### src/rtl/jt89_tone_pkg.sv
// Shared limits and constants for the jt89 tone bank.
package jt89_tone_pkg;

  localparam int CH_MIN      = 1;
  localparam int CH_MAX      = 8;
  localparam int CW_MIN      = 4;
  localparam int CW_MAX      = 16;
  // Periods at or below this value hold the output high (PCM playback).
  localparam int TONE_DC_MAX = 1;
  localparam int TONE_RST    = 0;

endpackage

### src/rtl/jt89_tone_ch.sv
// One square-wave tone channel: period register, down-counter, level and toggle strobe.
// Optional JT89_TONE_PHASE_RST_EN: a write also reloads the counter (phase reset).
module jt89_tone_ch
  import jt89_tone_pkg::*;
#(
  parameter int CW = 10
) (
  input  logic          clk,
  input  logic          rst_n,
  input  logic          clk_en,
  input  logic          we,
  input  logic [CW-1:0] wr_tone,
  output logic          out,
  output logic          tgl
);

  logic [CW-1:0] tone_reg;
  logic [CW-1:0] cnt;
  logic          dc;
  logic          dc_exit;
  logic          wr_ld;

  assign dc      = tone_reg <= CW'(TONE_DC_MAX);
  assign dc_exit = we && dc && (wr_tone > CW'(TONE_DC_MAX));

`ifdef JT89_TONE_PHASE_RST_EN
  assign wr_ld = we;
`else
  assign wr_ld = 1'b0;
`endif

  // Reload always uses the pre-write tone_reg, so a same-clk write waits one period.
  always_ff @(posedge clk or negedge rst_n) begin
    if (!rst_n) begin
      tone_reg <= CW'(TONE_RST);
      cnt      <= '0;
      out      <= 1'b0;
      tgl      <= 1'b0;
    end else begin
      tgl <= 1'b0;
      if (we) tone_reg <= wr_tone;
      if (wr_ld) begin
        cnt <= wr_tone;
      end else if (clk_en) begin
        if (cnt != '0) begin
          cnt <= cnt - CW'(1);
        end else begin
          cnt <= tone_reg;
          if (dc) begin
            out <= 1'b1;
          end else begin
            out <= ~out;
            tgl <= 1'b1;
          end
        end
      end
      if (dc_exit) out <= 1'b1;
    end
  end

endmodule

### src/rtl/jt89_tone_bank.sv
// Bank of CH tone channels sharing one period write port and the clk_en cadence.
// Optional JT89_TONE_PHASE_RST_EN: writes also restart the target channel's counter.
module jt89_tone_bank
  import jt89_tone_pkg::*;
#(
  parameter int CH  = 3,
  parameter int CW  = 10,
  parameter int CHW = 2
) (
  input  logic           clk,
  input  logic           rst_n,
  input  logic           clk_en,
  input  logic           wr,
  input  logic [CHW-1:0] wr_ch,
  input  logic [CW-1:0]  wr_tone,
  output logic [CH-1:0]  out,
  output logic [CH-1:0]  tgl
);

  logic [CH-1:0] we;

  // Addresses at or above CH match no channel, so those writes are dropped.
  for (genvar i = 0; i < CH; i++) begin : g_ch
    assign we[i] = wr && (wr_ch == CHW'(i));

    jt89_tone_ch #(.CW(CW)) u_ch (
      .clk     (clk),
      .rst_n   (rst_n),
      .clk_en  (clk_en),
      .we      (we[i]),
      .wr_tone (wr_tone),
      .out     (out[i]),
      .tgl     (tgl[i])
    );
  end

endmodule

### config.mk
export PLATFORM = sky130hd
export DESIGN_NAME = jt89_tone_bank
export DESIGN_NICKNAME = d
export VERILOG_FILES = /design/src/rtl/jt89_tone_pkg.sv /design/src/rtl/jt89_tone_ch.sv /design/src/rtl/jt89_tone_bank.sv
export SDC_FILE = /design/constraint.sdc
export NUM_CORES = 1
export LEC_CHECK = 0
export BUFFER_PORTS_ARGS = -buffer_cell sky130_fd_sc_hd__buf_2
export CORE_MARGIN = 1.5
export CORE_UTILIZATION = 55
export CTS_CLUSTER_SIZE = 14
export DETAILED_ROUTE_END_ITERATION = 6
export PLACE_DENSITY_LB_ADDON = 0.15
export REMOVE_ABC_BUFFERS = 1
export SKIP_CTS_REPAIR_TIMING = 1
export SLEW_MARGIN = 0
export SYNTH_ARGS = -nofsm -noshare
export SYNTH_HDL_FRONTEND = slang
export SYNTH_SLANG_ARGS = --single-unit
### constraint.sdc
create_clock -name clk -period 2.6 [get_ports clk]
set_clock_uncertainty 0.05 [all_clocks]
set_input_delay 0.39 -clock clk [delete_from_list [all_inputs] [get_ports clk]]
set_output_delay 0.39 -clock clk [all_outputs]
set_load 0.02 [all_outputs]
==> results of run 1 <==
## power by group
part           leakage (nW)  internal [mW]  switching [mW]  total [mW]
clock                0.0965          0.422           0.377       0.800
combinational         0.625          0.452           0.481       0.934
sequential            0.801           1.35           0.366        1.72
total                  1.52           2.23            1.22        3.45
## area by class of cell
type                            count  share of cell area [%]
Sequential cell                    66                    46.4
Multi-Input combinational cell    206                    40.6
Clock buffer                       14                    4.86
Timing Repair Buffer               28                    4.43
Tap cell                           72                    2.53
Inverter                            8                   0.844
Clock inverter                      2                   0.281
## path summary, 6_finish.rpt
check                                                      from                                    to  slack [ns]  cells after the start
worst max-delay path            g_ch[2].u_ch.cnt[0]$_DFFE_PN0P_          g_ch[2].u_ch.out$_DFFE_PN0P_        0.50                      6
worst min-delay path                                      rst_n       g_ch[1].u_ch.cnt[9]$_DFFE_PN0P_      -0.005                      1
worst max register to register  g_ch[2].u_ch.cnt[0]$_DFFE_PN0P_          g_ch[2].u_ch.out$_DFFE_PN0P_        0.50                      6
worst min register to register     g_ch[1].u_ch.out$_DFFE_PN0P_          g_ch[1].u_ch.out$_DFFE_PN0P_        0.45                      1
max in group asynchronous                                 rst_n  g_ch[1].u_ch.tone_reg[0]$_DFFE_PN0P_        1.75                      2
min in group clk                                     wr_tone[6]  g_ch[1].u_ch.tone_reg[6]$_DFFE_PN0P_        0.29                      2
## cell families after synthesis
group / after synthesis / synth area share (%)
AO/OA/AOI/OAI: 40 / 8.06
XOR/XNOR: 9 / 2.46
adder cells (fa/ha/maj): 3 / 1.17
buffers and inverters: 21 / 3.21
flip-flops: 66 / 51.6
multiplexers: 36 / 12.5
AND/OR/NAND/NOR: 118 / 21.0
## cells in the mapped netlist (all sizes together), types with 2 or more instances
master / count / area, µm²
or2: 4 / 25.0
inv: 8 / 30.0
nor3: 14 / 70.1
clkbuf: 6 / 22.5
mux2i: 5 / 50.1
a21oi: 4 / 20.0
nand2: 21 / 78.8
nor2b: 2 / 12.5
or3: 6 / 37.5
nor4: 8 / 71.3
a31oi: 2 / 12.5
xor2: 4 / 35.0
nand3: 14 / 70.1
nor2: 23 / 86.3
o41ai: 4 / 35.0
or4: 5 / 37.5
o21ai: 17 / 85.1
o31ai: 2 / 15.0
nor4b: 4 / 50.1
or4b: 2 / 20.0
and2: 2 / 12.5
xnor2: 5 / 43.8
nand4: 2 / 12.5
dfrtp: 66 / 1650
nor3b: 5 / 37.5
o31a: 2 / 17.5
mux2: 31 / 349
nand3b: 2 / 15.0
ha: 3 / 37.5
buf: 7 / 50.0
## through the flow
step	setup WS (ns)	total power [mW]	area [µm²]	instances
floorplan	0.695	2.34	3130	280
global placement	0.387	2.62	3370	380
detailed placement	0.372	2.66	3370	380
CTS	0.517	3.46	3560	396
global route	0.396	3.67	3560	396
finish	0.501	3.45	3560	396
## per-layer routing
layer	share of wire, %	routed length [µm]	global-route usage, %
met5	0	0	0
met4	1.2	84	7.89
met3	2.7	185	5.40
met2	46	3070	37.6
met1	50	3400	32.5
## critical path: stages (launching register included)
cell	delay, ns
dfrtp_1	0.39
inv_1	0.10
ha_1	0.20
or4bb_1	0.48
nor4_4	0.46
and2_1	0.22
a22oi_1	0.08
==> summary.md, run 1 <==
| Metric | Value |
|---|---|
| Status | `complete, but fails checks` |
| Failing checks | `negative hold slack` |
| CTS Buf Count | `9` |
| Global-route wire length before repair | `11.3 mm` |
| Filler Cell Count | `459` |
| CTS tree | `done` |
| Leak pwr | `1.52 nW` |
| Buffer depth of the longest clock path | `2` |
| Worst VDD drop | `602 µV` |
| Sequential cell area | `1650 µm²` |
| DRC viols | `0` |
| Die X | `79.3 µm` |
| Post-synth cell types | `47` |
| Core Rows | `27` |
| Setup TNS | `0 ns` |
| Worst path required time | `2.76 ns` |
| Critical path endpoint category | `register` |
| Port buffer count | `21` |
| Root Driver | `clkbuf_8` |
| Dpl hpwl | `4.82 mm` |
| TritonCTS Sinks | `66` |
| Total GRT Usage | `23.8%` |
| Ports | `22` |
| Post-synth EDFFs | `0` |
| Final count of negative-setup-slack endpoints | `0` |
| Synth warn | `0` |
| Unrepaired setup endpoints after global routing | `no` |
| Critical path arrival | `2.26 ns` |
| Synth Flop Type | `dfrtp_1` |
| Pin count of the biggest net entering global routing | `27` |
| Initial core utilization | `57.4%` |
| Fin Hold WS | `-0.00510 ns` |
| Register area share after synthesis | `51.6%` |
| Seq cells post-synth | `66` |
| Diodes inserted | `0` |
| Mean post-synth cell area | `10.9 µm²` |
| First-pass iteration count of the detailed router | `4` |
| Multi-input gate area | `1440 µm²` |
| Power density over the cells | `971 nW/µm²` |
| Grt total ovfl | `0` |
| Slew @ Worst Pin | `0.739 ns` |
| Synth Cell Area | `3200 µm²` |
| Wirelength per Cell | `17.0 µm` |
| Final Cycle Share | `80.7%` |
| Commonest non-fill, non-tap cells in the layout | `dfrtp_1 (66), mux2_2 (31), nor2_1 (23)` |
| Cells after Synth | `293` |
| Core Area | `5570 µm²` |
| Vias | `2347` |
| Peak fanout along the critical path | `10` |
| Average vias per placed instance | `5.93` |
| Max_slew headroom | `50.3%` |
| # nets final | `338` |
| Crit path time final | `2.10 ns` |
| Slew Viols, Final | `0` |
| Die Height | `79.3 µm` |
| Initial antenna violation count | `0` |
| Drt total wl | `6.74 mm` |
| Ys async rst share | `100%` |
| Share of layout cells above drive strength 1 | `25.3%` |
| Antenna viol nets, final | `0` |
| DIE AREA | `6280 µm²` |
| Area Overhead vs Synth | `11.2%` |
| Final Hold Vio Count | `14` |
| Worst Setup Start Kind | `register` |
| Layout Utilization | `63.8%` |
| # H-tree levels | `3` |
| Vias in the first global route | `2276` |
| Most common cell after layout, fill and taps aside | `dfrtp_1` |
| Fmax | `477 MHz` |
| Max Cap Viol | `0` |
| Reg clk slew, reported paths | `0.07 ns` |
| Final Wtd Congestion | `0.811` |
| Clk_lat worst skew | `0.34 ns` |
| CP Class | `register to register` |
| Iteration-0 DRC Markers | `153` |
| Hold WC Path Type | `input pin to asynchronous set/reset pin` |
No activity file was read; power rests on OpenSTA's default activity.
==> run 2, diff against run 1 <==
--- a/config.mk
+++ b/config.mk
@@ -5,6 +5,7 @@
 export SDC_FILE = /design/constraint.sdc
 export NUM_CORES = 1
 export LEC_CHECK = 0
+export ABC_AREA = 1
 export BUFFER_PORTS_ARGS = -buffer_cell sky130_fd_sc_hd__buf_2
 export CORE_MARGIN = 1.5
 export CORE_UTILIZATION = 55
==> constraint.sdc (replaced) <==
create_clock -name clk -period 1.75 [get_ports clk]
set_clock_uncertainty 0.05 [all_clocks]
set_input_delay 0.2625 -clock clk [delete_from_list [all_inputs] [get_ports clk]]
set_output_delay 0.2625 -clock clk [all_outputs]
set_load 0.02 [all_outputs]
==> run 2 against run 1 <==
Effect of this change:
- the flow now finishes without violations
- clock power increased by 120%
- first-iteration DRC count is 44% higher
- hold slack improved by 0.15 ns
- area after synthesis increased by 9.5%
- synthesized cell count grew 56%
- sequential power up 36%
- cell area grew 12%
- critical path depth up 4
- critical endpoint is now g_ch[0].u_ch.cnt[3]$_DFFE_PN0P_
==> summary.md, run 2 <==
| Metric | Value |
|---|---|
| Post-synthesis compound-gate area fraction | `9.50% (was 8.06%)` |
| First-pass iteration count of the detailed router | `5 (was 4)` |
| Register area share after synthesis | `47.1% (was 51.6%)` |
| Slew Viols, Final | `0 (unchanged)` |
| Crit path time final | `1.63 ns (was 2.10 ns)` |
| # H-tree levels | `3 (unchanged)` |
| Seq cells post-synth | `66 (unchanged)` |
| Synth Cell Area | `3500 µm² (was 3200 µm²)` |
| CP Class | `register to register (unchanged)` |
| Diodes inserted | `0 (unchanged)` |
| # nets final | `504 (was 338)` |
| Vias | `2947 (was 2347)` |
| Drt total wl | `7.87 mm (was 6.74 mm)` |
| TritonCTS Sinks | `66 (unchanged)` |
| Critical path endpoint category | `register (unchanged)` |
| Iteration-0 DRC Markers | `220 (was 153)` |
| Worst Setup Start Kind | `register (unchanged)` |
| Total GRT Usage | `25.2% (was 23.8%)` |
| Leak pwr | `2.07 nW (was 1.52 nW)` |
| Vias in the first global route | `2877 (was 2276)` |
| Top-area cell type share of the netlist area | `47.1% (was 51.6%)` |
| Adder-Cell Fraction of Synth Area | `1.07% (was 1.17%)` |
| Global-route wire length before repair | `13.7 mm (was 11.3 mm)` |
| Worst VDD drop | `931 µV (was 602 µV)` |
| Final Cycle Share | `92.9% (was 80.7%)` |
| Max Cap Viol | `0 (unchanged)` |
| Core Area | `6030 µm² (was 5570 µm²)` |
| Port buffer count | `21 (unchanged)` |
| CTS tree | `done (unchanged)` |
| Synth warn | `0 (unchanged)` |
| Unrepaired setup endpoints after global routing | `yes (was no)` |
| Layout Utilization | `66.2% (was 63.8%)` |
| Die Height | `82.8 µm (was 79.3 µm)` |
| Commonest non-fill, non-tap cells in the layout | `nand2_1 (124), dfrtp_1 (66), inv_1 (52) (was dfrtp_1 (66), mux2_2 (31), nor2_1 (23))` |
| Clk_lat worst skew | `0.35 ns (was 0.34 ns)` |
| Average vias per placed instance | `5.22 (was 5.93)` |
| Most common cell after layout, fill and taps aside | `nand2_1 (was dfrtp_1)` |
| Post-synth EDFFs | `0 (unchanged)` |
| Max_slew headroom | `61.8% (was 50.3%)` |
| DRC viols | `0 (unchanged)` |
| Fmax | `615 MHz (was 477 MHz)` |
| Ports | `22 (unchanged)` |
| Largest family of logic cells by synthesized area | `simple AND/OR/NAND/NOR gates (unchanged)` |
| Cells after Synth | `458 (was 293)` |
| Status | `finished, final reports clean (was complete, but fails checks)` |
| Buffer depth of the longest clock path | `2 (unchanged)` |
| Hold WC Path Type | `input pin to register (was input pin to asynchronous set/reset pin)` |
| Core Rows | `28 (was 27)` |
| DIE AREA | `6860 µm² (was 6280 µm²)` |
| Post-synth cell types | `32 (was 47)` |
| Multiplexer share of the synthesized area | `0% (was 12.5%)` |
| Critical path arrival | `1.82 ns (was 2.26 ns)` |
| Post-synthesis simple-gate area fraction | `32.6% (was 21.0%)` |
| Most common cell in the synthesized netlist | `nand2_1 (was dfrtp_1)` |
| Root Driver | `clkbuf_8 (unchanged)` |
| Die X | `82.8 µm (was 79.3 µm)` |
| Antenna viol nets, final | `0 (unchanged)` |
| Power density over the cells | `1420 nW/µm² (was 971 nW/µm²)` |
| Share of layout cells above drive strength 1 | `15.5% (was 25.3%)` |
| Area Overhead vs Synth | `13.9% (was 11.2%)` |
| Synth Flop Type | `dfrtp_1 (unchanged)` |
| Setup TNS | `0 ns (unchanged)` |
| Reg clk slew, reported paths | `0.07 ns (about the same)` |
| Mean post-synth cell area | `7.65 µm² (was 10.9 µm²)` |
| Wirelength per Cell | `13.9 µm (was 17.0 µm)` |
| Initial core utilization | `58.1% (was 57.4%)` |
| Grt total ovfl | `0 (unchanged)` |
| Ys async rst share | `100% (unchanged)` |
| Pin count of the biggest net entering global routing | `26 (was 27)` |
| Peak fanout along the critical path | `8 (was 10)` |
| Post-synth top area cell | `dfrtp_1 (unchanged)` |
| Largest cells by area after synthesis | `dfrtp_1 (47%), nand2_1 (13%), o21ai_0 (6.6%) (was dfrtp_1 (52%), mux2_2 (11%), nor2_1 (2.7%))` |
| Final Hold Vio Count | `0 (was 14)` |
| Final setup margin | `0.124 ns (was 0.501 ns)` |
| Dpl hpwl | `5.85 mm (was 4.82 mm)` |
| Worst path required time | `1.94 ns (was 2.76 ns)` |
| Initial antenna violation count | `0 (unchanged)` |
| CTS Buf Count | `9 (unchanged)` |
| Slew @ Worst Pin | `0.573 ns (was 0.739 ns)` |
| Place WS | `0.0951 ns (was 0.372 ns)` |
| Synth Area in XOR/XNOR | `1.00% (was 2.46%)` |
| Final count of negative-setup-slack endpoints | `0 (unchanged)` |
| Final Wtd Congestion | `0.888 (was 0.811)` |
| Commonest cells post-synth | `nand2_1 (124), dfrtp_1 (66), inv_1 (52), nor2_1 (50), o21ai_0 (46) (was dfrtp_1 (66), mux2_2 (31), nor2_1 (23), nand2_1 (21), o21ai_0 (17))` |
==> run 2: cell count changes after synthesis, sizes merged, moves of 5 or more <==
cell	before	now
nand3	14	40
nor3b	5	0
nor2	23	61
or4	5	0
mux2i	5	0
o21ai	17	51
or3	6	0
mux2	31	0
nand2	21	127
nor4	8	0
nor3	14	7
inv	8	60
==> run 2: area by class of cell <==
class	count	area (µm²)
Clock inverter	6	138
Clock buffer	10	138
Tap cell	75	93.8
Multi-Input combinational cell	319	1550
Sequential cell	66	1650
Inverter	60	225
Fill cell	517	2040
Timing Repair Buffer	29	193
==> run 2: cell families after synthesis <==
family	after synthesis
AOI/OAI and AO/OA	63
xor gates and xnor gates	4
adders and majority gates	3
buffers and inverters	73
DFF	66
and+or+nand+nor	249
==> run 2: critical path, cell delays in order (launching register included) <==
cell and delay, ns:
dfrtp_1 0.38, inv_1 0.10, ha_1 0.20, inv_2 0.05
nor2_4 0.10, nand2_2 0.12, nor2_8 0.14, nand2_4 0.09
or2_0 0.20, nand2_1 0.06, inv_1 0.03
==> run 2: path summary, 6_finish.rpt <==
check                      slack (ns)  depth (start not counted)                                 start                                    to
min in group asynchronous        0.39                          2                                 rst_n       g_ch[2].u_ch.cnt[5]$_DFFE_PN0P_
max in group asynchronous        0.72                          3                                 rst_n  g_ch[1].u_ch.tone_reg[9]$_DFFE_PN0P_
hold reg to reg                  0.45                          2  g_ch[1].u_ch.tone_reg[0]$_DFFE_PN0P_  g_ch[1].u_ch.tone_reg[0]$_DFFE_PN0P_
setup reg to reg                 0.12                         10       g_ch[0].u_ch.cnt[0]$_DFFE_PN0P_       g_ch[0].u_ch.cnt[3]$_DFFE_PN0P_
setup / recovery                 0.12                         10       g_ch[0].u_ch.cnt[0]$_DFFE_PN0P_       g_ch[0].u_ch.cnt[3]$_DFFE_PN0P_
hold / removal                   0.15                          3                            wr_tone[9]  g_ch[0].u_ch.tone_reg[9]$_DFFE_PN0P_
==> run 2: metrics by stage <==
stage               instances  total power, mW  area [µm²]  hold slack, ns
floorplan                 445             3.48        3420         -0.0831
global placement          547             3.86        3690           0.233
detailed placement        547             3.93        3690           0.241
CTS                       563             5.69        3970          -0.135
global route              565             6.09        3990           0.156
finish                    565             5.68        3990           0.147
==> run 2: per-layer routing <==
metal | routed length, µm | GRT usage, % | up-vias
met5 | 0 | 0 | -
met4 | 144 | 11.2 | 0
met3 | 373 | 5.67 | 14
met2 | 3600 | 37.5 | 68
met1 | 3760 | 35.6 | 1359
li1 | - | - | 1506
==> run 2: power breakdown <==
| part | switching [mW] | internal [mW] | leakage [nW] | total [mW] |
|---|---|---|---|---|
| sequential | 0.383 | 1.96 | 0.815 | 2.34 |
| combinational | 0.989 | 0.586 | 1.12 | 1.57 |
| clock | 0.623 | 1.13 | 0.137 | 1.76 |
| total | 1.99 | 3.68 | 2.07 | 5.68 |
